==> config.mk <==
export PLATFORM = sky130hd
export DESIGN_NAME = ram_arbiter_flat
export DESIGN_NICKNAME = d
export VERILOG_FILES = /design/src/rtl/ram_arb_pkg.sv /design/src/rtl/ram_arbiter_if.sv /design/src/rtl/ram_arb_rsp_pipe.sv /design/src/rtl/ram_arbiter.sv /design/src/flat_wrapper.sv
export SDC_FILE = /design/constraint.sdc
export NUM_CORES = 1
export LEC_CHECK = 0
export ABC_AREA = 1
export CORE_MARGIN = 4
export CORE_UTILIZATION = 33
export DETAILED_ROUTE_END_ITERATION = 10
export PLACE_DENSITY_LB_ADDON = 0.3
export SYNTH_ARGS = -nofsm -noshare
export SYNTH_HDL_FRONTEND = slang
export SYNTH_SLANG_ARGS = --single-unit
export TNS_END_PERCENT = 10
==> constraint.sdc <==
create_clock -name clk -period 1.8 [get_ports clk]
set_input_delay 0.36 -clock clk [delete_from_list [all_inputs] [get_ports clk]]
set_output_delay 0.36 -clock clk [all_outputs]
set_load 0.05 [all_outputs]
==> src/rtl/ram_arb_pkg.sv <==
// ram_arb_pkg: shared types and defaults for the ram_arbiter slice.
//   DW/AW/ADDR_W/STARVE_MAX : default widths and starvation limit
//   src_t                   : which requester a read response belongs to
//   rsp_tag_t               : tag carried alongside each response slot
//   addr_oor()              : out-of-range address test
package ram_arb_pkg;

  localparam int DW         = 20;
  localparam int AW         = 8;
  localparam int ADDR_W     = 16;
  localparam int STARVE_MAX = 4;

  typedef enum logic [1:0] {
    SRC_NONE  = 2'd0,
    SRC_FETCH = 2'd1,
    SRC_HOST  = 2'd2
  } src_t;

  // err zeroes the read data of the tagged requester. wr_err flags a dropped
  // out-of-range host write; it needs its own bit because the same slot may
  // also carry a fetch read accepted in that cycle.
  typedef struct packed {
    src_t src;
    logic err;
    logic wr_err;
  } rsp_tag_t;

  localparam rsp_tag_t TAG_IDLE = '{src: SRC_NONE, err: 1'b0, wr_err: 1'b0};

  // Any address bit at or above aw set means the RAM does not implement it.
  function automatic logic addr_oor(input logic [ADDR_W-1:0] addr, input int aw);
    return ((addr >> aw) != 16'd0);
  endfunction

endpackage

==> src/rtl/ram_arbiter_if.sv <==
// ram_arbiter_if: requester and RAM-side signals of the ram_arbiter.
//   fetch_*  : fetch read request/grant and response
//   host_*   : host loader/debug request/grant and response
//   ce_ram/pc_final, we_ram/a/pc_modify, ram_dout : RAM port
// Modports: slave = the arbiter, master = the environment around it.
interface ram_arbiter_if #(
  parameter int DW = ram_arb_pkg::DW
);
  import ram_arb_pkg::*;

  logic              fetch_req;
  logic [ADDR_W-1:0] fetch_addr;
  logic              fetch_gnt;
  logic              fetch_valid;
  logic [DW-1:0]     fetch_data;

  logic              host_req;
  logic              host_we;
  logic [ADDR_W-1:0] host_addr;
  logic [DW-1:0]     host_wdata;
  logic              host_gnt;
  logic              host_rvalid;
  logic [DW-1:0]     host_rdata;
  logic              host_err;

  logic              ce_ram;
  logic              we_ram;
  logic [ADDR_W-1:0] pc_final;
  logic [ADDR_W-1:0] a;
  logic [20:0]       pc_modify;
  logic [DW-1:0]     ram_dout;

  modport slave (
    input  fetch_req, fetch_addr, host_req, host_we, host_addr, host_wdata, ram_dout,
    output fetch_gnt, fetch_valid, fetch_data,
    output host_gnt, host_rvalid, host_rdata, host_err,
    output ce_ram, we_ram, pc_final, a, pc_modify
  );

  modport master (
    output fetch_req, fetch_addr, host_req, host_we, host_addr, host_wdata, ram_dout,
    input  fetch_gnt, fetch_valid, fetch_data,
    input  host_gnt, host_rvalid, host_rdata, host_err,
    input  ce_ram, we_ram, pc_final, a, pc_modify
  );

endinterface

==> src/rtl/ram_arb_rsp_pipe.sv <==
// ram_arb_rsp_pipe: two-stage response tag pipeline.
//   i_tag       : tag for the command issued this cycle
//   i_ram_dout  : RAM read data, valid in the cycle the tag reaches stage 2
//   o_fetch_*   : fetch response (valid pulse + data, data 0 when idle)
//   o_host_*    : host response; host_err also flags dropped writes
// RAM_ARB_READBACK_EN: when undefined, host read responses are tied to 0.
module ram_arb_rsp_pipe
  import ram_arb_pkg::*;
#(
  parameter int DW = ram_arb_pkg::DW
) (
  input  logic          clk,
  input  logic          rst_n,
  input  rsp_tag_t      i_tag,
  input  logic [DW-1:0] i_ram_dout,
  output logic          o_fetch_valid,
  output logic [DW-1:0] o_fetch_data,
  output logic          o_host_rvalid,
  output logic [DW-1:0] o_host_rdata,
  output logic          o_host_err
);

  rsp_tag_t r_s1;
  rsp_tag_t r_s2;

  // Tag shift register; reset flushes anything in flight.
  always_ff @(posedge clk or negedge rst_n) begin
    if (!rst_n) begin
      r_s1 <= TAG_IDLE;
      r_s2 <= TAG_IDLE;
    end else begin
      r_s1 <= i_tag;
      r_s2 <= r_s1;
    end
  end

  assign o_fetch_valid = (r_s2.src == SRC_FETCH);
  assign o_fetch_data  = (o_fetch_valid && !r_s2.err) ? i_ram_dout : '0;

`ifdef RAM_ARB_READBACK_EN
  assign o_host_rvalid = (r_s2.src == SRC_HOST);
  assign o_host_rdata  = (o_host_rvalid && !r_s2.err) ? i_ram_dout : '0;
  assign o_host_err    = (o_host_rvalid && r_s2.err) || r_s2.wr_err;
`else
  assign o_host_rvalid = 1'b0;
  assign o_host_rdata  = '0;
  assign o_host_err    = r_s2.wr_err;
`endif

endmodule

==> src/rtl/ram_arbiter.sv <==
// ram_arbiter: shares the 256x20 program RAM between instruction fetch and
// the host loader/debug port.
//   clk, rst_n : clock, asynchronous active-low reset
//   bus        : ram_arbiter_if.slave (requester handshakes, responses, RAM port)
// Grants are combinational; all RAM commands are registered and read data
// returns two cycles after acceptance, routed by a tag pipeline.
// RAM_ARB_READBACK_EN: enables host reads and the host starvation counter.
// Undefined, every host request is a write and host_we is ignored.
module ram_arbiter
  import ram_arb_pkg::*;
#(
  parameter int AW         = ram_arb_pkg::AW,
  parameter int DW         = ram_arb_pkg::DW,
  parameter int STARVE_MAX = ram_arb_pkg::STARVE_MAX
) (
  input logic          clk,
  input logic          rst_n,
  ram_arbiter_if.slave bus
);

  logic     w_f_oor;
  logic     w_h_oor;
  logic     w_host_wr;
  logic     w_host_rd;
  logic     w_host_wins;
  logic     w_hazard;
  logic     w_fetch_gnt;
  logic     w_host_gnt;
  logic     w_host_rd_acc;
  logic     w_issue_wr;
  logic     w_issue_rd;
  rsp_tag_t w_tag_in;

  logic              r_ce;
  logic              r_we;
  logic [ADDR_W-1:0] r_pc_final;
  logic [ADDR_W-1:0] r_a;
  logic [20:0]       r_pc_modify;

  assign w_f_oor = addr_oor(bus.fetch_addr, AW);
  assign w_h_oor = addr_oor(bus.host_addr, AW);

`ifdef RAM_ARB_READBACK_EN
  localparam int SCW = $clog2(STARVE_MAX + 1);
  logic [SCW-1:0] r_starve;

  assign w_host_wr   = bus.host_req & bus.host_we;
  assign w_host_rd   = bus.host_req & ~bus.host_we;
  assign w_host_wins = (r_starve == SCW'(STARVE_MAX));

  // Starvation counter: counts consecutive denied host reads, clears otherwise.
  always_ff @(posedge clk or negedge rst_n) begin
    if (!rst_n) begin
      r_starve <= '0;
    end else if (!bus.host_req || w_host_wr || w_host_rd_acc) begin
      r_starve <= '0;
    end else begin
      r_starve <= r_starve + SCW'(1);
    end
  end
`else
  logic w_unused_host_we;

  assign w_unused_host_we = bus.host_we;
  assign w_host_wr        = bus.host_req;
  assign w_host_rd        = 1'b0;
  assign w_host_wins      = 1'b0;
`endif

  // A same-cycle write and fetch to one real RAM word would race inside the
  // RAM, so the fetch is held off and retries after the write lands.
  assign w_hazard = w_host_wr & bus.fetch_req & ~w_f_oor & ~w_h_oor &
                    (bus.fetch_addr == bus.host_addr);

  // Read port: fetch wins unless the host has been starved long enough.
  assign w_fetch_gnt   = bus.fetch_req & ~w_hazard & ~(w_host_rd & w_host_wins);
  assign w_host_gnt    = bus.host_req & (w_host_wr | ~bus.fetch_req | w_host_wins);
  assign w_host_rd_acc = w_host_rd & w_host_gnt;

  assign bus.fetch_gnt = w_fetch_gnt;
  assign bus.host_gnt  = w_host_gnt;

  // Out-of-range accesses are accepted but never reach the RAM.
  assign w_issue_wr = w_host_wr & ~w_h_oor;
  assign w_issue_rd = (w_fetch_gnt & ~w_f_oor) | (w_host_rd_acc & ~w_h_oor);

  // RAM command registers; enables pulse one cycle, addresses hold between uses.
  always_ff @(posedge clk or negedge rst_n) begin
    if (!rst_n) begin
      r_ce        <= 1'b0;
      r_we        <= 1'b0;
      r_pc_final  <= '0;
      r_a         <= '0;
      r_pc_modify <= '0;
    end else begin
      r_ce <= w_issue_rd;
      r_we <= w_issue_wr;
      if (w_host_rd_acc) begin
        r_pc_final <= bus.host_addr;
      end else if (w_fetch_gnt) begin
        r_pc_final <= bus.fetch_addr;
      end else begin
        r_pc_final <= r_pc_final;
      end
      if (w_issue_wr) begin
        r_a         <= bus.host_addr;
        r_pc_modify <= 21'(bus.host_wdata);
      end else begin
        r_a         <= r_a;
        r_pc_modify <= r_pc_modify;
      end
    end
  end

  assign bus.ce_ram    = r_ce;
  assign bus.we_ram    = r_we;
  assign bus.pc_final  = r_pc_final;
  assign bus.a         = r_a;
  assign bus.pc_modify = r_pc_modify;

  // Tag for this cycle's response slot; fetch and host reads are exclusive.
  always_comb begin
    w_tag_in = TAG_IDLE;
    if (w_fetch_gnt) begin
      w_tag_in.src = SRC_FETCH;
      w_tag_in.err = w_f_oor;
    end else if (w_host_rd_acc) begin
      w_tag_in.src = SRC_HOST;
      w_tag_in.err = w_h_oor;
    end else begin
      w_tag_in.src = SRC_NONE;
      w_tag_in.err = 1'b0;
    end
    w_tag_in.wr_err = w_host_wr & w_h_oor;
  end

  ram_arb_rsp_pipe #(
    .DW(DW)
  ) u_rsp_pipe (
    .clk          (clk),
    .rst_n        (rst_n),
    .i_tag        (w_tag_in),
    .i_ram_dout   (bus.ram_dout),
    .o_fetch_valid(bus.fetch_valid),
    .o_fetch_data (bus.fetch_data),
    .o_host_rvalid(bus.host_rvalid),
    .o_host_rdata (bus.host_rdata),
    .o_host_err   (bus.host_err)
  );

endmodule

==> src/flat_wrapper.sv <==
// flat-port wrapper written by rule: the top's interface ports become plain ports
module ram_arbiter_flat import ram_arb_pkg::*;
#(
  parameter int AW         = ram_arb_pkg::AW,
  parameter int DW         = ram_arb_pkg::DW,
  parameter int STARVE_MAX = ram_arb_pkg::STARVE_MAX
)
  (clk, rst_n, bus_fetch_req, bus_fetch_addr, bus_host_req, bus_host_we, bus_host_addr, bus_host_wdata, bus_ram_dout, bus_fetch_gnt, bus_fetch_valid, bus_fetch_data, bus_host_gnt, bus_host_rvalid, bus_host_rdata, bus_host_err, bus_ce_ram, bus_we_ram, bus_pc_final, bus_a, bus_pc_modify);
  ram_arbiter_if #(.DW(DW)) bus_i ();
  input logic clk;
  input logic rst_n;
  input wire logic [$bits(bus_i.fetch_req)-1:0] bus_fetch_req;
  input wire logic [$bits(bus_i.fetch_addr)-1:0] bus_fetch_addr;
  input wire logic [$bits(bus_i.host_req)-1:0] bus_host_req;
  input wire logic [$bits(bus_i.host_we)-1:0] bus_host_we;
  input wire logic [$bits(bus_i.host_addr)-1:0] bus_host_addr;
  input wire logic [$bits(bus_i.host_wdata)-1:0] bus_host_wdata;
  input wire logic [$bits(bus_i.ram_dout)-1:0] bus_ram_dout;
  output wire logic [$bits(bus_i.fetch_gnt)-1:0] bus_fetch_gnt;
  output wire logic [$bits(bus_i.fetch_valid)-1:0] bus_fetch_valid;
  output wire logic [$bits(bus_i.fetch_data)-1:0] bus_fetch_data;
  output wire logic [$bits(bus_i.host_gnt)-1:0] bus_host_gnt;
  output wire logic [$bits(bus_i.host_rvalid)-1:0] bus_host_rvalid;
  output wire logic [$bits(bus_i.host_rdata)-1:0] bus_host_rdata;
  output wire logic [$bits(bus_i.host_err)-1:0] bus_host_err;
  output wire logic [$bits(bus_i.ce_ram)-1:0] bus_ce_ram;
  output wire logic [$bits(bus_i.we_ram)-1:0] bus_we_ram;
  output wire logic [$bits(bus_i.pc_final)-1:0] bus_pc_final;
  output wire logic [$bits(bus_i.a)-1:0] bus_a;
  output wire logic [$bits(bus_i.pc_modify)-1:0] bus_pc_modify;
  assign bus_i.fetch_req = bus_fetch_req;
  assign bus_i.fetch_addr = bus_fetch_addr;
  assign bus_i.host_req = bus_host_req;
  assign bus_i.host_we = bus_host_we;
  assign bus_i.host_addr = bus_host_addr;
  assign bus_i.host_wdata = bus_host_wdata;
  assign bus_i.ram_dout = bus_ram_dout;
  assign bus_fetch_gnt = bus_i.fetch_gnt;
  assign bus_fetch_valid = bus_i.fetch_valid;
  assign bus_fetch_data = bus_i.fetch_data;
  assign bus_host_gnt = bus_i.host_gnt;
  assign bus_host_rvalid = bus_i.host_rvalid;
  assign bus_host_rdata = bus_i.host_rdata;
  assign bus_host_err = bus_i.host_err;
  assign bus_ce_ram = bus_i.ce_ram;
  assign bus_we_ram = bus_i.we_ram;
  assign bus_pc_final = bus_i.pc_final;
  assign bus_a = bus_i.a;
  assign bus_pc_modify = bus_i.pc_modify;
  ram_arbiter #(.AW(AW), .DW(DW), .STARVE_MAX(STARVE_MAX)) u_core (.clk(clk), .rst_n(rst_n), .bus(bus_i));
endmodule
==> results_dict.tcl <==
set metrics [dict create \
    vias 2834 \
    die_area_sq_um 10500 \
    stdcell_count 684 \
    hold_viol 0 \
    initial_core_util_pct 33.8 \
    drt_iter0_markers 80 \
    dp.cells 661 \
    finalPower_mw 3.74 \
    die_h_um 103 \
    avgSynthCellArea_sq_um 7.43 \
    nets 647 \
    ctsHtreeMaxLevel 3 \
    cts_root_buffer "clkbuf_8" \
    synth_top_area_share_pct 50.9 \
    drive_gt1_share_pct 29.0 \
    post-route-util_pct 55.3 \
    drc 0 \
    drv_slew 0 \
    pin_count 177 \
    row_count 34 \
    crit_type "in -> out" \
    wl_mm 8.09 \
    antenna_found_initial 1 \
    cts.sinks 60 \
    finalWeightedCongestion 0.896 \
    fp.dieW_um 103 \
    synthTopCellsByArea "dfrtp_1, nand2_1, inv_1" \
    place_hpwl_mm 6.32 \
    fill_cells 844 \
    finalClockSkew_ns 0.000965 \
    grt_usage_pct 14.9 \
    grt_setup_unrepaired "yes" \
    yosysSeqAreaShare_pct 50.9 \
    crit_arrival_ns 1.38 \
    crit_path_end_kind "output pin" \
    peakVddDrop_mv 0.376 \
    syn_to_final_growth_pct 63.4 \
    grt_pass1_wl_mm 12.3 \
    hold_ws_ns 0.0273 \
    status "finished clean" \
    clk_path_buf_depth 2 \
    fin_crit_sh_pct 96.6 \
    core_sq_um 8720 \
    path_max_fanout 2 \
    ys_ff_latch 60 \
    finalCriticalPeriod_ns 1.74 \
    synthCells 397 \
    io_buffers 153 \
    final_area_sq_um 4820 \
    ys_warn_count 0 \
    cts_buffers 9 \
    max-cap-violations 0 \
    placedInstanceArea_sq_um 4670 \
    grt_pass1_vias 2591 \
    clock_latency_ns 0.32 \
    leakage_nw 2.77 \
    vias_per_cell 4.14 \
    syn_area_sq_um 2950 \
    yosysTopAreaCell "dfrtp_1" \
    cts_tree "done" \
    synth_cell_types 19 \
    required_ns 1.44 \
    overflow 0 \
    wl_per_cell_um 11.8 \
    dr.pass1.iters 4 \
    start_kind "input pin" \
    fmax_mhz 575 \
    antenna_left 0 \
    clk_pin_slew_ns 0.07 \
    setup_violations 0 \
    power_density_nw_per_um2 775 \
    hold_path_class "in -> async" \
    grt_start_max_net_pins 61 \
]
cell usage in the layout, fill, tap and decap left out, drive strengths merged, types with 5 or more instances in the layout:
master,count
clkdlybuf4s15,5
clkdlybuf4s50,41
nor2,48
nand3,17
buf,110
dfrtp,60
o21ai,8
nand2,161
inv,66
clkbuf,27
conb,22
layer usage:
| layer | global-route usage (%) | share of wire, % | routed length (um) |
|---|---|---|---|
| met5 | 0 | 0 | 0 |
| met4 | 3.53 | 0.52 | 42 |
| met3 | 4.80 | 11 | 867 |
| met2 | 25.1 | 48 | 3910 |
| met1 | 18.8 | 40 | 3270 |
worst max-delay path, stage by stage:
cell and delay, ns:
dlygate4sd2_1 0.21, inv_1 0.05, nand2_1 0.05, nand2_1 0.06
nor2_2 0.08, nand2_1 0.06, nor2_2 0.15, nand3_4 0.09
nand2_4 0.09, inv_4 0.04, buf_8 0.14
synthesized netlist by cell type, drive strengths merged:
cell and count:
nand2 161, inv 65, dfrtp 60, nor2 48, buf 31, nand3 17
o21ai 8, clkbuf 5, conb 1, nor3 1
layout make-up:
cell class	instances	area [sq um]	share of cell area (%)
well taps	108	135	2.80
repair buffers	177	1680	34.9
flip-flops and latches	60	1500	31.1
diodes	1	2.50	0.0519
inverters	65	246	5.11
clock buffers	9	124	2.57
multi-input cells	257	1050	21.9
clock inverters	7	76.3	1.58
sequential cells by signal (all words and copies together) (netlist names):
signal and cells:
u_core.u_rsp_pipe.r_s1 3, u_core.bus.pc_modify 20, u_core.bus.a 16, u_core.u_rsp_pipe.o_host_err 1
u_core.bus.we_ram 1, u_core.bus.ce_ram 1, u_core.bus.pc_final 16, u_core.u_rsp_pipe.r_s2 2
worst paths after layout:
check	startpoint	endpoint	slack, ns	depth (start not counted)
worst max-delay path	bus_host_addr[7]	bus_fetch_gnt	0.06	11
worst min-delay path	rst_n	u_core.bus.a[12]	0.03	2
worst max register to register	u_core.bus.a[2]	u_core.bus.a[2]	1.14	2
worst min register to register	u_core.u_rsp_pipe.r_s1[1]	u_core.u_rsp_pipe.r_s2[1]	0.35	0
max in group asynchronous	rst_n	u_core.bus.pc_modify[9]	1.51	2
min in group clk	bus_fetch_addr[7]	u_core.bus.pc_final[7]	0.29	3
repair_timing:
action                                  4_1_cts  5_1_grt
pin swaps                                    20       26
cloned                                        0        0
endpoints found under the setup margin        1        4
resized for setup                            61       47
hold buffers                                  0        0
buffers inserted                              3        3
stage by stage:
step | setup TNS, ns | setup WS (ns)
after global routing | -0.0345 | -0.0327
after floorplan | -3.16 | -0.158
final | 0 | 0.0608
after global placement | -7.96 | -0.340
after CTS | 0 | 0.000335
after detailed placement | -9.68 | -0.379
cell families (layout without fill, tap and decap cells):
logic type | count (synthesis) | in the layout | share of synthesized area, %
AOI/OAI and AO/OA | 8 | 8 | 1.36
buffers and inverters | 101 | 258 | 16.5
DFF | 60 | 60 | 50.9
other | 1 | 23 | 0.127
and+or+nand+nor | 227 | 227 | 31.1
report_power, final:
group / internal, mW / switching, mW / leakage, nW
combinational: 0.376 / 0.698 / 1.92
sequential: 1.43 / 0.0458 / 0.754
clock: 0.645 / 0.544 / 0.0958
Power figures use the tool's default switching activity.
==> patch 1 (same settings) <==
The option `RAM_ARB_READBACK_EN` is turned on by a define.
--- a/src/rtl/ram_arb_rsp_pipe.sv
+++ b/src/rtl/ram_arb_rsp_pipe.sv
@@ -5,4 +5,6 @@
 //   o_host_*    : host response; host_err also flags dropped writes
 // RAM_ARB_READBACK_EN: when undefined, host read responses are tied to 0.
+`define RAM_ARB_READBACK_EN
+
 module ram_arb_rsp_pipe
   import ram_arb_pkg::*;
Behaviour: not the same (Yosys sat finds a counterexample within 4 cycles, from zero or initial values and one cycle with rst_n low).
==> patch 1 against the unedited design <==
The flow now finishes with violations (setup timing); worst hold slack worse by 1.5 ps; cell area grew 30%; routed wire length grew 33%; global-route usage rose by 3.4 points; sequential cell count increased by 5; non-clock buffer count grew 36; setup slack worse by 160 ps; largest cell class unchanged; power is 6.6% higher; critical path type is now reg2out; critical endpoint unchanged; synthesized area rose by 11%; sequential share of layout area shrank 5.3 points; largest power group unchanged; via count is 25% higher; clock skew increased by 3.3 ps.
==> patch 1: results (changes against the unedited design) <==
Outcome
  – Status: complete, but fails checks (was complete, no violations)
  – Failing checks: setup timing

Global routing
  – Vias in the first global route: 3615 (was 2591)
  – First-pass GRT wire length: 17.0 mm (was 12.3 mm)
  – Largest net degree at the start of global routing: 66 (was 61)
  – Initial antenna violation count: 0 (was 1)
  – Total track usage: 0.184 (was 0.149)

Clock network
  – Post-CTS setup buffers: 5 (was 3)
  – Post-CTS Resized: 48 (was 61)
  – Clk pin slew, worst setup/hold paths: 80 ps

Critical path
  – Reg2Reg Depth: 13 (was 2)
  – Type of origin of the critical path: register (was input port)
  – Crit-path slowest cell: dfrtp_1 (was dlygate4sd2_1)
  – R2R setup slack: 100 ps (was 1140 ps)
  – Critical Path AT: 1540 ps (was 1380 ps)
  – Critical R2R Launch: u_core.r_starve[0]$_DFF_PN0_ (was u_core.bus.a[2]$_DFFE_PN0P_)
  – Slowest stage delay, CP: 360 ps (was 210 ps)

Placed design
  – Buffers on Ports: 175 (was 153)
  – DP Area: 5940 sq um (was 4670 sq um)
  – Setup slack at placement: -378 ps (was -379 ps)
  – Final Wtd Congestion: 0.832 (was 0.896)
  – DP HPWL: 8.28 mm (was 6.32 mm)

Routing
  – Metal3 WL: 623 um (was 867 um)
  – Met2 routed WL: 5.58 mm (was 3.91 mm)
  – DRT met1 WL: 4.46 mm (was 3.27 mm)
  – Routed WL: 10.8 mm (was 8.09 mm)
  – Vias: 3530 (was 2834)
  – DRT iter0 DRCs: 138 (was 80)

Synth
  – XOR/XNOR Fraction of Synth Area: 0.00268 (was 0)
  – Synth Area in Compound Gates: 0.0422 (was 0.0136)
  – Seq/Total Area, Yosys: 0.498 (was 0.509)
  – Commonest cells in the synthesized netlist: nand2_1, nor2_1, inv_1, dfrtp_1, o21ai_0 (was nand2_1, dfrtp_1, inv_1, nor2_1, buf_4)
  – Post-Synth Adder-Cell Area: 0.00767 (was 0)
  – Largest cells by area after synthesis: dfrtp_1, nand2_1, nor2_1 (was dfrtp_1, nand2_1, inv_1)

Final layout
  – Fin nets: 751 (was 647)
  – Layout cells sized above 1: 0.316 (was 0.290)
  – # diodes: 0 (was 1)

Power and ir drop
  – Leakage Power: 3.33 nW (was 2.77 nW)
  – Max VDD drop: 525 uV (was 376 uV)
  – Net Sw Power: 1.43 mW (was 1.29 mW)

STA
  – Fin worst setup slack: -98.9 ps (was 60.8 ps)
  – Setup violations, final: 38 (was 0)
  – Worst clock skew: 4.23 ps (was 0.965 ps)
  – Hold Slack: 25.8 ps (was 27.3 ps)
==> patch 1: changes by cell type after synthesis, moves of 2 or more <==
cell and delta:
buf_1 -2, buf_4 -18, buf_6 -2, clkbuf_1 +5, dfrtp_1 +5, ha_1 +2, inv_1 +13, inv_2 -5
nand2_1 +21, nor2_1 +33, nor2_2 -2, o21ai_0 +18
==> patch 1: layer usage <==
| layer | GRT usage | vias to the layer above |
|---|---|---|
| met2 | 0.344 | 105 |
| li1 | - | 1782 |
| met1 | 0.210 | 1631 |
| met3 | 0.0432 | 12 |
| met5 | 0 | - |
| met4 | 0.0460 | 0 |
==> patch 1: kinds of logic after synthesis <==
| group | Yosys count |
|---|---|
| AND/OR/NAND/NOR | 279 |
| buffers and inverters | 92 |
| flip-flops | 65 |
| AO/OA/AOI/OAI | 27 |
| adder cells (fa/ha/maj) | 2 |
| XOR/XNOR | 1 |
| other | 1 |
==> patch 1: area by class of cell <==
type | instances | area, sq um
clock buffer | 9 | 124
inverter | 73 | 277
timing repair buffer | 213 | 2420
multi-input combinational | 310 | 1620
sequential | 65 | 1630
clock inverter | 7 | 46.3
fill | 805 | 3400
tap | 133 | 166
==> patch 1: stage by stage <==
step	power, mW	std cells	setup TNS [ps]	util
CTS	4.01	802	-3160	0.633
global placement	2.91	781	-11370	0.613
global route	4.19	810	-4830	0.649
floorplan	2.32	467	-1640	-
finish	3.99	810	-1700	0.649
detailed placement	2.93	781	-12960	0.613
==> patch 1: power groups by stage <==
stage               registers [mW]  clock network [mW]  logic, mW
finish                        1.60                1.07       1.31
global route                  1.61                1.18       1.40
CTS                           1.60                1.11       1.29
detailed placement            1.63                   0       1.30
global placement              1.62                   0       1.28
floorplan                     1.89                   0      0.426
==> patch 2 (config.mk and constraints unchanged) <==
Without the edit above. `ADDR_W`: 16 -> 17.
--- a/src/rtl/ram_arb_pkg.sv
+++ b/src/rtl/ram_arb_pkg.sv
@@ -8,5 +8,5 @@
   localparam int DW         = 20;
   localparam int AW         = 8;
-  localparam int ADDR_W     = 16;
+  localparam int ADDR_W     = 17;
   localparam int STARVE_MAX = 4;
 
Interface: changed (resized bus_a, bus_fetch_addr, bus_host_addr and bus_pc_final); port bits go from 177 to 181. The function was not compared with the original's and may differ.
==> patch 2 against the unedited design <==
Routed wire length rose by 6.7%; cell area rose by 1.1%; critical endpoint unchanged; global-route usage rose by 1.4 points; setup slack got worse by 23 ps; sequential cell count rose by 2; fmax fell by 1.3%; synthesized area fell by 0.21%; critical path type unchanged; power fell by 3.1%.
==> patch 2: results (changes against the unedited design) <==
Synth
  – Avg Cell Area, Syn: 7.73 sq um (was 7.43 sq um)
  – Largest cells by area after synthesis: dfrtp_1, nand2_1, inv_1 (unchanged)
  – Seq/Total Area, Yosys: 0.527 (was 0.509)
  – Commonest cells in the synthesized netlist: nand2_1, dfrtp_1, inv_1, nor2_1, buf_4 (unchanged)
  – XOR/XNOR Fraction of Synth Area: 0.0208 (was 0)
  – Synth Area in Compound Gates: 0.00765 (was 0.0136)

Clock network
  – Post-CTS Resized: 74 (was 61)
  – Worst-skew pair later-pin latency: 330 ps
  – Post-CTS setup buffers: 5 (was 3)

STA
  – Hold Slack: 17.1 ps (was 27.3 ps)
  – Worst clock skew: 3.43 ps (was 0.965 ps)
  – Fin crit share: 0.979 (was 0.966)
  – Final-report hold violation count: 0 (unchanged)

Placed design
  – Final Wtd Congestion: 0.821 (was 0.896)
  – DP HPWL: 6.41 mm (was 6.32 mm)
  – Placed Cells: 649 (was 661)
  – Setup slack at placement: -316 ps (was -379 ps)
  – Buffers on Ports: 157 (was 153)
  – DP Area: 4700 sq um (was 4670 sq um)

Global routing
  – Total track usage: 0.163 (was 0.149)
  – Initial antenna violation count: 0 (was 1)
  – First-pass GRT wire length: 13.3 mm (was 12.3 mm)
  – Largest net degree at the start of global routing: 63 (was 61)
  – Vias in the first global route: 2744 (was 2591)

Routing
  – WL/cell: 12.9 um (was 11.8 um)
  – Vias: 2836 (was 2834)
  – DRT iter0 DRCs: 75 (was 80)

Final layout
  – Number of fill cells: 818 (was 844)
  – Non-filler instance count after layout: 671 (was 684)
  – Fin nets: 637 (was 647)
  – Layout cells sized above 1: 0.309 (was 0.290)
  – Area of the multi-input gates: 1110 sq um (was 1050 sq um)

Outcome
  – Status: complete, no violations (unchanged)

Critical path
  – Critical R2R Launch: u_core.bus.a[0]$_DFFE_PN0P_ (was u_core.bus.a[2]$_DFFE_PN0P_)
  – R2R Path End: u_core.bus.a[0]$_DFFE_PN0P_ (was u_core.bus.a[2]$_DFFE_PN0P_)
  – Critical Path AT: 1400 ps (was 1380 ps)
  – Critical Path Source: bus_fetch_addr[7] (was bus_host_addr[7])
  – Crit-path slowest cell: clkdlybuf4s15_1 (was dlygate4sd2_1)
  – Critical path class: in2out (unchanged)

Power and ir drop
  – Leakage Power: 2.81 nW (was 2.77 nW)
  – Net Sw Power: 1.13 mW (was 1.29 mW)
  – Logic pwr share: 0.252 (was 0.287)
  – Max VDD drop: 475 uV (was 376 uV)
  – Total power draw: 3.62 mW (was 3.74 mW)
  – Power in sequential cells: 1.48 mW (about the same)
-- patch 2: changes by cell type in the layout (fill, tap and decap cells not counted), sizes merged, moves of 4 or more --
cell | unedited run | this run
inv | 66 | 50
clkbuf | 27 | 35
nand2 | 161 | 153
nand3 | 17 | 22
nor2 | 48 | 43
o21ai | 8 | 3
xor2 | 0 | 4
-- patch 2: worst max-delay path, delay by kind of cell --
kind	cells	cell delay (ps)
AND/OR/NAND/NOR	6	520
buffers and inverters	3	400
XOR/XNOR	1	120
-- patch 2: per-layer routing --
metal,GRT usage,share of wire
met1,0.193,0.39
met3,0.0608,0.084
met2,0.283,0.52
met4,0.0363,0.0097
met5,0,0
-- patch 2: layout make-up --
type	count	share of cell area
clock inverter	4	0.00924
tap	108	0.0277
inverter	51	0.0393
multi-input combinational	253	0.227
timing repair buffer	181	0.346
sequential	62	0.318
clock buffer	12	0.0318
